<file path="src/rtl/vitdec_pkg.sv">
// Shared types, default parameters and trellis helper for the register-exchange Viterbi decoder.
package vitdec_pkg;

  localparam int         K_DEF   = 3;
  localparam logic [2:0] G0_DEF  = 3'o7;
  localparam logic [2:0] G1_DEF  = 3'o5;
  localparam int         SW_DEF  = 3;
  localparam int         TB_DEF  = 16;
  localparam int         PMW_DEF = 8;

  typedef logic [PMW_DEF-1:0] metric_t;
  typedef logic               dec_t;

  // Encoder register is {input, state}: the newest bit sits under the generator MSB.
  function automatic logic exp_bit(input int unsigned state, input logic u,
                                   input int unsigned g, input int unsigned k);
    logic [31:0] sr;
    sr = (32'(u) << (k - 1)) | state;
    return ^(sr & g);
  endfunction

endpackage

</file>
<file path="src/rtl/vitdec_acs.sv">
// One trellis state: add branch metrics, pick the cheaper valid predecessor, clear MSB on normalise.
module vitdec_acs
  import vitdec_pkg::*;
#(
  parameter int PMW = PMW_DEF,
  parameter int SW  = SW_DEF
) (
  input  logic [PMW-1:0] m0,
  input  logic [PMW-1:0] m1,
  input  logic           v0,
  input  logic           v1,
  input  logic [SW:0]    bm0,
  input  logic [SW:0]    bm1,
  input  logic           norm,
  output logic [PMW-1:0] metric,
  output logic           valid,
  output dec_t           dec
);

  logic [PMW-1:0] c0;
  logic [PMW-1:0] c1;

  function automatic logic [PMW-1:0] norm_clr(input logic [PMW-1:0] m, input logic en);
    return en ? {1'b0, m[PMW-2:0]} : m;
  endfunction

  assign c0 = norm_clr(m0, norm) + PMW'(bm0);
  assign c1 = norm_clr(m1, norm) + PMW'(bm1);

  // Ties go to the even predecessor; an invalid predecessor never wins.
  assign dec    = v1 && (!v0 || (c1 < c0));
  assign valid  = v0 || v1;
  assign metric = !valid ? '0 : (dec ? c1 : c0);

endmodule

</file>
<file path="src/rtl/vitdec_param.sv">
// Parameterised soft-decision Viterbi decoder, register-exchange survivors, one-deep output register.
// Define VITDEC_BEST_STATE_EN to decode from the minimum-metric state instead of state 0.
module vitdec_param
  import vitdec_pkg::*;
#(
  parameter int           K   = K_DEF,
  parameter logic [K-1:0] G0  = G0_DEF,
  parameter logic [K-1:0] G1  = G1_DEF,
  parameter int           SW  = SW_DEF,
  parameter int           TB  = TB_DEF,
  parameter int           PMW = PMW_DEF
) (
  input  logic          clk,
  input  logic          rst,
  input  logic          start,
  input  logic          in_valid,
  output logic          in_ready,
  input  logic [2*SW-1:0] d_in,
  output logic          out_valid,
  input  logic          out_ready,
  output logic          d_out
);

  localparam int NS = 1 << (K - 1);
  localparam int CW = $clog2(TB + 1);

  function automatic logic [SW:0] branch_metric(input logic [2*SW-1:0] d,
                                                input logic e0, input logic e1);
    logic [SW-1:0] a0;
    logic [SW-1:0] a1;
    a0 = e0 ? ~d[SW-1:0] : d[SW-1:0];
    a1 = e1 ? ~d[2*SW-1:SW] : d[2*SW-1:SW];
    return {1'b0, a0} + {1'b0, a1};
  endfunction

  function automatic logic [CW-1:0] cnt_sat(input logic [CW-1:0] c);
    return (c == CW'(TB)) ? c : c + CW'(1);
  endfunction

  logic [PMW-1:0] metric_q [NS];
  logic [PMW-1:0] metric_d [NS];
  logic [PMW-1:0] pred_m   [NS];
  logic [TB-1:0]  surv_q   [NS];
  logic [TB-1:0]  surv_d   [NS];
  logic [NS-1:0]  valid_q, valid_d, pred_v, dec_d, msb;
  logic [CW-1:0]  cnt_q;
  logic           xfer, restart, norm, fire, out_bit;

  assign in_ready = out_ready || !out_valid;
  assign xfer     = in_valid && in_ready;
  assign restart  = start && xfer;
  assign fire     = !restart && (cnt_q == CW'(TB));

  // A restart feeds the ACS array a fresh trellis instead of the stored one.
  always_comb begin
    for (int i = 0; i < NS; i++) begin
      pred_m[i] = restart ? '0 : metric_q[i];
      msb[i]    = metric_q[i][PMW-1];
    end
    pred_v = restart ? NS'(1) : valid_q;
  end

  assign norm = !restart && ((~pred_v | msb) == '1);

  for (genvar s = 0; s < NS; s++) begin : g_state
    localparam int P0 = (2 * s) % NS;
    localparam int P1 = P0 + 1;
    localparam bit U  = (s >= NS / 2);
    logic [SW:0] bm0;
    logic [SW:0] bm1;

    assign bm0 = branch_metric(d_in, exp_bit(P0, U, 32'(G0), K), exp_bit(P0, U, 32'(G1), K));
    assign bm1 = branch_metric(d_in, exp_bit(P1, U, 32'(G0), K), exp_bit(P1, U, 32'(G1), K));

    vitdec_acs #(.PMW(PMW), .SW(SW)) u_acs (
      .m0     (pred_m[P0]),
      .m1     (pred_m[P1]),
      .v0     (pred_v[P0]),
      .v1     (pred_v[P1]),
      .bm0    (bm0),
      .bm1    (bm1),
      .norm   (norm),
      .metric (metric_d[s]),
      .valid  (valid_d[s]),
      .dec    (dec_d[s])
    );

    assign surv_d[s] = {(dec_d[s] ? surv_q[P1][TB-2:0] : surv_q[P0][TB-2:0]), U};
  end

`ifdef VITDEC_BEST_STATE_EN
  logic [K-2:0]   best_idx;
  logic [PMW-1:0] best_m;
  logic           best_found;

  always_comb begin
    best_idx   = '0;
    best_m     = '1;
    best_found = 1'b0;
    for (int i = 0; i < NS; i++) begin
      if (valid_q[i] && (!best_found || (metric_q[i] < best_m))) begin
        best_idx   = (K-1)'(i);
        best_m     = metric_q[i];
        best_found = 1'b1;
      end
    end
  end

  assign out_bit = surv_q[best_idx][TB-1];
`else
  assign out_bit = surv_q[0][TB-1];
`endif

  // Trellis state and output register advance together on each symbol transfer.
  always_ff @(posedge clk or negedge rst) begin
    if (!rst) begin
      for (int i = 0; i < NS; i++) begin
        metric_q[i] <= '0;
        surv_q[i]   <= '0;
      end
      valid_q   <= NS'(1);
      cnt_q     <= '0;
      out_valid <= 1'b0;
      d_out     <= 1'b0;
    end else if (xfer) begin
      for (int i = 0; i < NS; i++) begin
        metric_q[i] <= metric_d[i];
        surv_q[i]   <= surv_d[i];
      end
      valid_q   <= valid_d;
      cnt_q     <= restart ? CW'(1) : cnt_sat(cnt_q);
      out_valid <= fire;
      if (fire) d_out <= out_bit;
    end else if (out_ready) begin
      out_valid <= 1'b0;
    end
  end

endmodule
</file>
<file path="config.mk">
export PLATFORM = sky130hd
export DESIGN_NAME = vitdec_param
export DESIGN_NICKNAME = d
export VERILOG_FILES = /design/src/rtl/vitdec_pkg.sv /design/src/rtl/vitdec_acs.sv /design/src/rtl/vitdec_param.sv
export SDC_FILE = /design/constraint.sdc
export NUM_CORES = 1
export LEC_CHECK = 0
export BUFFER_PORTS_ARGS = -buffer_cell sky130_fd_sc_hd__buf_2
export CAP_MARGIN = 20
export CELL_PAD_IN_SITES_DETAIL_PLACEMENT = 1
export CELL_PAD_IN_SITES_GLOBAL_PLACEMENT = 2
export CORE_ASPECT_RATIO = 0.6
export CORE_MARGIN = 5
export CORE_UTILIZATION = 45
export CTS_BUF_LIST = sky130_fd_sc_hd__clkbuf_2 sky130_fd_sc_hd__clkbuf_4 sky130_fd_sc_hd__clkbuf_8
export CTS_CLUSTER_DIAMETER = 120
export CTS_CLUSTER_SIZE = 24
export DETAILED_ROUTE_END_ITERATION = 8
export PLACE_DENSITY = 0.9
export SYNTH_ARGS = -nofsm -noshare
export SYNTH_HDL_FRONTEND = slang
export SYNTH_SLANG_ARGS = --single-unit
export TNS_END_PERCENT = 20
</file>
<file path="constraint.sdc">
create_clock -name clk -period 7.9 [get_ports clk]
set_input_delay 0.79 -clock clk [delete_from_list [all_inputs] [get_ports clk]]
set_output_delay 0.79 -clock clk [all_outputs]
set_load 0.1 [all_outputs]
</file>
* Word level (Yosys, flattened, before mapping)
Cells that the tools add are included.
** Cells by class
- Add/subtract/negate cells :: 13
- Order comparisons :: 4
- Equality and inequality tests :: 3
- Muxes and demuxes :: 25
- Bitwise logic cells :: 4
- Reduce and logical (&&, ||, !) cells :: 22
** Operator list (number)
- $mux W8 :: 16
- $add A8 B4 Y8 :: 8
- $lt A8 B8 Y1 :: 4
- $mux W13 :: 2
- $add A3 B3 Y4 :: 4
- $mux W15 :: 1
- $mux W14 :: 1
- $mux W5 :: 2
- $logic_and A1 B1 Y1 :: 8
- $logic_or A1 B1 Y1 :: 7
- $not A3 Y3 :: 2
- $add A5 B1 Y5 const B :: 1
- $eq A5 B5 Y1 const B :: 1
- $eq A4 B4 Y1 const B :: 1
- $logic_not A1 Y1 :: 4
- $mux W4 :: 1
- $not A4 Y4 :: 1
- $or A4 B4 Y4 :: 1
- $reduce_and A2 Y1 :: 2
- $mux W1 :: 2
- $ne A2 B2 Y1 const B :: 1
- $reduce_bool A2 Y1 :: 1
** Word-level totals
- Flip-flop bits (word level) :: 100
- Output and inout port bits :: 3
- Word-level logic and storage cells :: 83

* Depth between registers and ports, before layout
Gate-level depths: netlist of run 1.
- Depth in word-level cells :: 16
- Depth in mapped cells :: 25

* Modules after synthesis
A second synthesis of run 1 with hierarchy kept.
** Second synthesis, totals
- Cells, all modules :: 809
- Area, all modules :: 7886.3 um^2
** Modules (own cells, without submodules)
- vitdec_param :: instances 1, cells each 441, area each 4963.5 um^2
- vitdec_acs :: instances 4, cells each 92, area each 730.7 um^2

* Least setup slack after synthesis of run 1
No wires, ideal clock.
- Kind :: register to register
- Start point :: register out_valid
- End point :: register metric_q[31] (netlist bit)
- Setup time :: 124 ps
- Arrival time :: 5295 ps
- Required time :: 7776 ps
- Slack :: 2481 ps
- Cell stages (with the launch flop) :: 26
- Path buffers :: 5
- Cells stage by stage :: dfrtp_1 nor2b_2 inv_1 nand2_1 clkbuf_1 clkbuf_1 clkbuf_1 and2_1 ha_1 ha_1 a21oi_1 a211oi_1 o221a_2 nor2_1 nor2_1 xnor2_1 nor2_1 ha_1 a21oi_1 o221ai_1 or3_1 clkbuf_1 buf_2 nand3_1 mux2i_1 a211o_1
** On the way
- Longest elaborated chain between the ends :: 16
- Elaborated cells on any way between the ends :: 23
- Classes of those cells :: add/sub (2); order compare (1); eq/ne (1); mux (7); bitwise (2); reduce/logical (10)
** Ends and longest elaborated chain
- from (decl) :: RTL line vitdec_param.sv:19 : output logic out_valid,
- from (signal assigned) :: RTL line vitdec_param.sv:132 : out_valid <= fire;
- $logic_not A1 Y1 * :: RTL line vitdec_param.sv:49 : assign in_ready = out_ready || !out_valid;
- $logic_or A1 B1 Y1 * :: RTL line vitdec_param.sv:49
- $logic_and A1 B1 Y1 * :: RTL line vitdec_param.sv:50 : assign xfer = in_valid && in_ready;
- $logic_and A1 B1 Y1 :: RTL line vitdec_param.sv:51 : assign restart = start && xfer;
- $mux W4 :: RTL line vitdec_param.sv:60 : pred_v = restart ? NS'(1) : valid_q;
- $not A4 Y4 :: RTL line vitdec_param.sv:63 : assign norm = !restart && ((~pred_v | msb) == '1);
- $or A4 B4 Y4 :: RTL line vitdec_param.sv:63
- $eq A4 B4 Y1 :: RTL line vitdec_param.sv:63
- $logic_and A1 B1 Y1 :: RTL line vitdec_param.sv:63
- $mux W8 :: RTL line vitdec_acs.sv:24 : return en ? {1'b0, m[PMW-2:0]} : m;
- $add A8 B4 Y8 (on tied branches) :: RTL line vitdec_acs.sv:28, vitdec_acs.sv:27
- $lt A8 B8 Y1 :: RTL line vitdec_acs.sv:31 : assign dec = v1 && (!v0 || (c1 < c0));
- $logic_or A1 B1 Y1 :: RTL line vitdec_acs.sv:31
- $logic_and A1 B1 Y1 :: RTL line vitdec_acs.sv:31
- $mux W8 (2 in a row) :: RTL line vitdec_acs.sv:33 : assign metric = !valid ? '0 : (dec ? c1 : c0);
- to (signal, indexed assignment) :: RTL line vitdec_param.sv:127 : metric_q[i] <= metric_d[i];
- to (decl) :: RTL line vitdec_param.sv:40 : logic [PMW-1:0] metric_q [NS];
Mark *: on every way between the ends. The rest lies on a longest branch, timed or not.
A chain may end at the register's enable or synchronous reset.

* Worst setup path in the final report of run 1
- Start point :: input port out_ready
- End point :: register surv_q[12] (netlist bit)
** On the way
- Longest elaborated chain between the ends :: 14
- Elaborated cells on any way between the ends :: 20
- Classes of those cells :: add/sub (2); order compare (1); eq/ne (1); mux (6); bitwise (2); reduce/logical (8)
** Ends and longest elaborated chain
- from (decl) :: RTL line vitdec_param.sv:20 : input logic out_ready,
- $logic_or A1 B1 Y1 * :: RTL line vitdec_param.sv:49
- $logic_and A1 B1 Y1 * :: RTL line vitdec_param.sv:50
- $logic_and A1 B1 Y1 :: RTL line vitdec_param.sv:51
- $mux W4 :: RTL line vitdec_param.sv:60
- $not A4 Y4 :: RTL line vitdec_param.sv:63
- $or A4 B4 Y4 :: RTL line vitdec_param.sv:63
- $eq A4 B4 Y1 :: RTL line vitdec_param.sv:63
- $logic_and A1 B1 Y1 :: RTL line vitdec_param.sv:63
- $mux W8 :: RTL line vitdec_acs.sv:24
- $add A8 B4 Y8 (on tied branches) :: RTL line vitdec_acs.sv:28, vitdec_acs.sv:27
- $lt A8 B8 Y1 :: RTL line vitdec_acs.sv:31
- $logic_or A1 B1 Y1 :: RTL line vitdec_acs.sv:31
- $logic_and A1 B1 Y1 :: RTL line vitdec_acs.sv:31
- $mux W13 :: RTL line vitdec_param.sv:88 : assign surv_d[s] = {(dec_d[s] ? surv_q[P1][TB-2:0] : surv_q[P0][TB-2:0]), U};
- to (signal, indexed assignment) :: RTL line vitdec_param.sv:128 : surv_q[i] <= surv_d[i];
- to (decl) :: RTL line vitdec_param.sv:43 : logic [TB-1:0] surv_q [NS];
Marks and branches as above.

==> results of run 1 <==
==> sequential cells by signal, indices dropped and copies added (netlist names) <==
signal     cells
metric_q      32
d_out          1
surv_q        53
valid_q        3
out_bit        1
cnt_q          5
out_valid      1
==> per-stage QoR <==
stage / instance area, um2 / power [mW] / worst slack (ns)
CTS: 8340 / 2.92 / 1.60
global placement: 8160 / 2.48 / 1.56
detailed placement: 8160 / 2.58 / 1.22
floorplan: 8010 / 2.09 / 2.48
global route: 8340 / 3.15 / 1.03
finish: 8350 / 2.92 / 1.47
==> per-layer routing <==
metal / track usage / up-vias / routed length, um / share of wire
met5: 0 / - / 0 / 0
met4: 0.0530 / 0 / 404 / 0.016
met3: 0.0292 / 24 / 1060 / 0.043
met2: 0.376 / 165 / 10900 / 0.44
met1: 0.363 / 3486 / 12500 / 0.50
li1: - / 3229 / - / -
==> critical path, stage by stage <==
cell,delay [ns]
buf_2,0.10
nor2b_2,0.48
inv_1,0.40
nand2_1,0.53
buf_4,0.38
and2_1,0.18
ha_1,0.31
o21ai_0,0.13
a2bb2oi_1,0.16
a21oi_1,0.17
o21ai_0,0.21
a21boi_0,0.29
xnor2_1,0.24
nand2_1,0.13
ha_1,0.33
a21o_1,0.18
a31oi_1,0.15
o21ai_0,0.18
a211oi_4,0.56
buf_4,0.35
mux2i_1,0.25
o21ai_0,0.12
==> where the power goes <==
| group | switching [mW] | total (mW) | internal, mW |
|---|---|---|---|
| Combinational | 1.03 | 1.74 | 0.709 |
| Sequential | 0.197 | 0.852 | 0.655 |
| Clock | 0.208 | 0.331 | 0.123 |
==> kinds of logic after synthesis <==
| logic type | after synthesis | synth area share |
|---|---|---|
| muxes | 65 | 0.0817 |
| xor gates and xnor gates | 63 | 0.0745 |
| and+or+nand+nor | 296 | 0.173 |
| DFF | 96 | 0.300 |
| AOI/OAI and AO/OA | 241 | 0.199 |
| adders and majority gates | 73 | 0.117 |
| buffers and inverters | 100 | 0.0558 |
==> layout make-up <==
type	count	area (um2)
Sequential cell	96	2400
Clock inverter	7	63.8
Multi-Input combinational cell	738	5190
Fill cell	2057	8970
Inverter	38	143
Timing Repair Buffer	21	128
Antenna cell	1	2.50
Tap cell	234	293
Clock buffer	9	124
==> synthesized netlist by cell type, types with 11 or more instances <==
master    count  area share
xor2_1       24       0.026
buf_2        13      0.0081
nand3_1      27       0.017
o21ai_0      92       0.057
a31oi_1      11      0.0086
ha_1         66        0.10
nor3_1       12      0.0075
clkbuf_1     36       0.017
nor2_1       41       0.019
a21oi_1      39       0.024
inv_1        38       0.018
xnor2_1      36       0.039
and2_1       15       0.012
nand2_1     141       0.066
nand2b_1     13       0.010
a21o_1       12       0.011
mux2i_1      62       0.077
dfrtp_1      95        0.30
==> worst max-delay path by stage <==
stage | from | slack, ns | end
final | out_ready | 1.47 | surv_q[12]
after global routing | out_ready | 1.03 | surv_q[12]
after CTS | out_ready | 1.60 | surv_q[12]
after detailed placement | out_ready | 1.22 | surv_q[12]
after global placement | out_ready | 1.56 | metric_q[7]
after floorplan | out_valid | 2.48 | metric_q[31]
==> flow_summary.ini, run 1 <==
[timing]
holdWs_ns = 0.412
final-hold-violation-count = 0
max_freq_mhz = 156
slew_violations = 0
layout_min_cycle_time_ns = 6.43
final-setup-viol-count = 0
fin_skew_ns = 0.0283
worst_pin_slew_ns = 0.977
finalCritPeriodShare = 0.814
rsz0062_at_grt = no
relSlewSlack = 0.349
setup_tns_ns = 0

[grt]
antenna_found_initial = 0
track_usage = 0.242
grt-ovfl-total = 0
grt_max_degree = 86
grt_pass1_vias = 7250
grt_first_pass_wirelength_mm = 40.2

[final_layout]
fin_cells = 1144
final_common_cell = nand2_1
areaGrowthSynthToFinish_pct = 4.19
drive_gt1_frac = 0.0825
post-route-util = 0.482
nets = 985
final_cell_mix = nand2_1, dfrtp_1, o21ai_0, ha_1, mux2i_1

[placed_design]
place_inst = 1127
port_buffers = 13
place_congestion = 0.997
dp_hpwl_mm = 18.8

[route]
drc_errors = 0
vias = 6904
drt-pass1-iter-count = 5
wl_mm = 24.9
vias_per_cell = 6.03
drtIter0Drc = 494
antenna_left = 0
wire_per_inst_um = 21.7

[yosys]
ys_seq_area_frac = 0.300
ys_types = 76
synth_edf_count = 0
syn_avg_cell_area_um2 = 8.58
synthArstFlopShare = 1.00
ys_seq_elements = 96
synthesis.nets = 1015
netlist_area_mm2 = 0.00801
ys_warn_count = 0
synth_ff_type = dfrtp_1
syn_inst = 934

[outcome]
status = finished clean

[cts]
root_buffer = clkbuf_8
cts_hold_buf = 0
cts_tree = done
clock_sink_count = 96
cts_setup_buffers = 0
cts_buffers = 9
clk_latency_ns = 0.39
cts_resized = 0
clk_pin_slew_ns = 0.13
clock_path_buffers = 2
htreeDepth = 3

[worst_setup_path]
crit_arrival_ns = 6.65
path_class = in2reg
reg2reg_depth = 21
cp-start-kind = input port
required_ns = 8.12
rr_endpoint = surv_q[12]
reg2reg_from = out_valid
r2r_setup_slack_ns = 1.59
cp_max_fo = 25
end_kind = flop

[job]
max-cap-violations = 0

[floorplanning]
die_h_um = 113
core_mm2 = 0.0173
ios = 14
die_w_um = 182
die_area_mm2 = 0.0207
rows = 37
start_util = 0.463

[worst_hold_path]
holdCritPathClass = in2async

[power]
ir_worst_vdd_mv = 0.133
leakage_nw = 3.80
powerDensity_mw_per_mm2 = 350
No activity file was read; power rests on OpenSTA's default activity.
==> run 2, diff against run 1 <==
--- a/config.mk
+++ b/config.mk
@@ -11,12 +11,12 @@
 export CELL_PAD_IN_SITES_GLOBAL_PLACEMENT = 2
 export CORE_ASPECT_RATIO = 0.6
 export CORE_MARGIN = 5
-export CORE_UTILIZATION = 45
+export CORE_UTILIZATION = 41
 export CTS_BUF_LIST = sky130_fd_sc_hd__clkbuf_2 sky130_fd_sc_hd__clkbuf_4 sky130_fd_sc_hd__clkbuf_8
 export CTS_CLUSTER_DIAMETER = 120
 export CTS_CLUSTER_SIZE = 24
 export DETAILED_ROUTE_END_ITERATION = 8
-export PLACE_DENSITY = 0.9
+export PLACE_DENSITY = 0.83
 export SYNTH_ARGS = -nofsm -noshare
 export SYNTH_HDL_FRONTEND = slang
 export SYNTH_SLANG_ARGS = --single-unit
==> constraint.sdc (replaced) <==
create_clock -name clk -period 5.93 [get_ports clk]
set_input_delay 0.593 -clock clk [delete_from_list [all_inputs] [get_ports clk]]
set_output_delay 0.593 -clock clk [all_outputs]
set_load 0.1 [all_outputs]
==> run 2 against run 1 <==
Net effect: sequential share of layout area down 0.47 points; setup slack worse by 0.56 ns; largest cell class unchanged; largest power group unchanged; sequential power up 34%; die area up 9.0%.
==> flow_summary.ini, run 2 (synthesized netlist as in run 1, its figures left out) <==
[timing]
slew_violations = 0
final-setup-viol-count = 0
fin_skew_ns = 0.0182
layout_min_cycle_time_ns = 5.02
max_freq_mhz = 199
holdWs_ns = 0.114
worst_pin_slew_ns = 0.925
finalCritPeriodShare = 0.847
final-hold-violation-count = 0
relSlewSlack = 0.383
setup_tns_ns = 0
rsz0062_at_grt = no

[worst_setup_path]
crit_arrival_ns = 5.33
end_kind = flop
cp-start-kind = input port
path_class = in2reg
cp_max_fo = 15
required_ns = 6.24

[grt]
track_usage = 0.224
grt_max_degree = 95
grt-ovfl-total = 0
grt_pass1_vias = 6843
antenna_found_initial = 0
grt_first_pass_wirelength_mm = 39.8

[cts]
cts_setup_buffers = 0
cts_buffers = 9
cts_resized = 0
root_buffer = clkbuf_8
htreeDepth = 3
cts_tree = done
clock_sink_count = 96
clock_path_buffers = 2
clk_latency_ns = 0.41
clk_pin_slew_ns = 0.11
cts_hold_buf = 0

[final_layout]
largest_register_ffs = 53
areaGrowthSynthToFinish_pct = 5.90
final_cell_mix = nand2_1, dfrtp_1, o21ai_0, ha_1, mux2i_1
antenna_cells = 0
drive_gt1_frac = 0.0954
top_regs = surv_q: 53 flops, metric_q: 32 flops, cnt_q: 5 flops
nets = 998
stdcell_area_mm2 = 0.00848
final_common_cell = nand2_1
largest-register = surv_q

[placed_design]
place_congestion = 0.880
port_buffers = 13
dp_hpwl_mm = 18.4
dpl_cell_area_mm2 = 0.00829

[route]
drc_errors = 0
wl_mm = 24.5
drt-pass1-iter-count = 5
vias_per_cell = 5.67
vias = 6731
antenna_left = 0
wire_per_inst_um = 20.6
drtIter0Drc = 534

[power]
clock_power_share = 0.116
ir_worst_vdd_mv = 0.189
switching_power_mw = 1.85
seq_power_share = 0.295
power_frac_comb = 0.588
leakage_nw = 3.86
powerDensity_mw_per_mm2 = 455
swShare = 0.479
internal-power_mw = 2.01

[floorplanning]
die_w_um = 190
start_util = 0.419
ios = 14
rows = 39
die_area_mm2 = 0.0225
core_mm2 = 0.0191
die_h_um = 118

[outcome]
status = finished clean

[worst_hold_path]
holdCritPathClass = in2async

[job]
max-cap-violations = 0
run 2: cell type report:
type	count	area [um2]
Sequential cell	96	2400
Clock buffer	11	151
Timing Repair Buffer	34	225
Tap cell	266	333
Multi-Input combinational cell	738	5190
Inverter	38	143
Fill cell	2320	10600
Clock inverter	5	38.8
run 2: stage by stage:
stage	total power, mW	worst slack, ns	utilization	std cells
after floorplan	2.79	0.511	-	934
after global placement	3.34	0.743	0.434	1172
after detailed placement	3.40	0.585	0.434	1172
after CTS	3.86	0.987	0.444	1188
after global routing	4.22	0.653	0.444	1188
final	3.86	0.909	0.444	1188
run 2: worst paths after layout:
kind	startpoint	end	slack, ns	cells after the start
max in group asynchronous	rst	metric_q[10]	4.51	2
worst min register to register	surv_q[0]	surv_q[0]	0.48	1
worst max-delay path	d_in[3]	metric_q[31]	0.91	21
worst max register to register	out_valid	surv_q[23]	0.96	19
min in group clk	surv_q[0]	surv_q[0]	0.48	1
worst min-delay path	rst	metric_q[1]	0.11	1
run 2: per-layer routing:
metal | routed length [um] | global-route usage
met1 | 13600 | 0.365
met3 | 1190 | 0.0436
met5 | 0 | 0
met4 | 260 | 0.0426
met2 | 9470 | 0.303
run 2: critical path, stage by stage:
cell and delay (ns):
buf_2 0.11, inv_1 0.07, ha_1 0.23, fa_1 0.83, xnor2_1 0.16, ha_1 0.25
a211oi_1 0.35, nor2_1 0.08, o221a_2 0.24, nor2_1 0.17, nor2_1 0.08, xnor2_1 0.24
nor2_1 0.07, ha_1 0.30, nand4_1 0.12, o221ai_1 0.13, or3_1 0.53, buf_4 0.31
nand3_1 0.11, mux2i_1 0.09, a211o_1 0.23
run 2: power by group through the flow:
stage	registers (mW)	logic (mW)	clock network, mW
2_1_floorplan	1.01	1.78	0
3_3_place_gp	1.14	2.20	0
3_5_place_dp	1.15	2.26	0
4_1_cts	1.14	2.27	0.462
5_1_grt	1.18	2.55	0.489
6_report	1.14	2.27	0.449
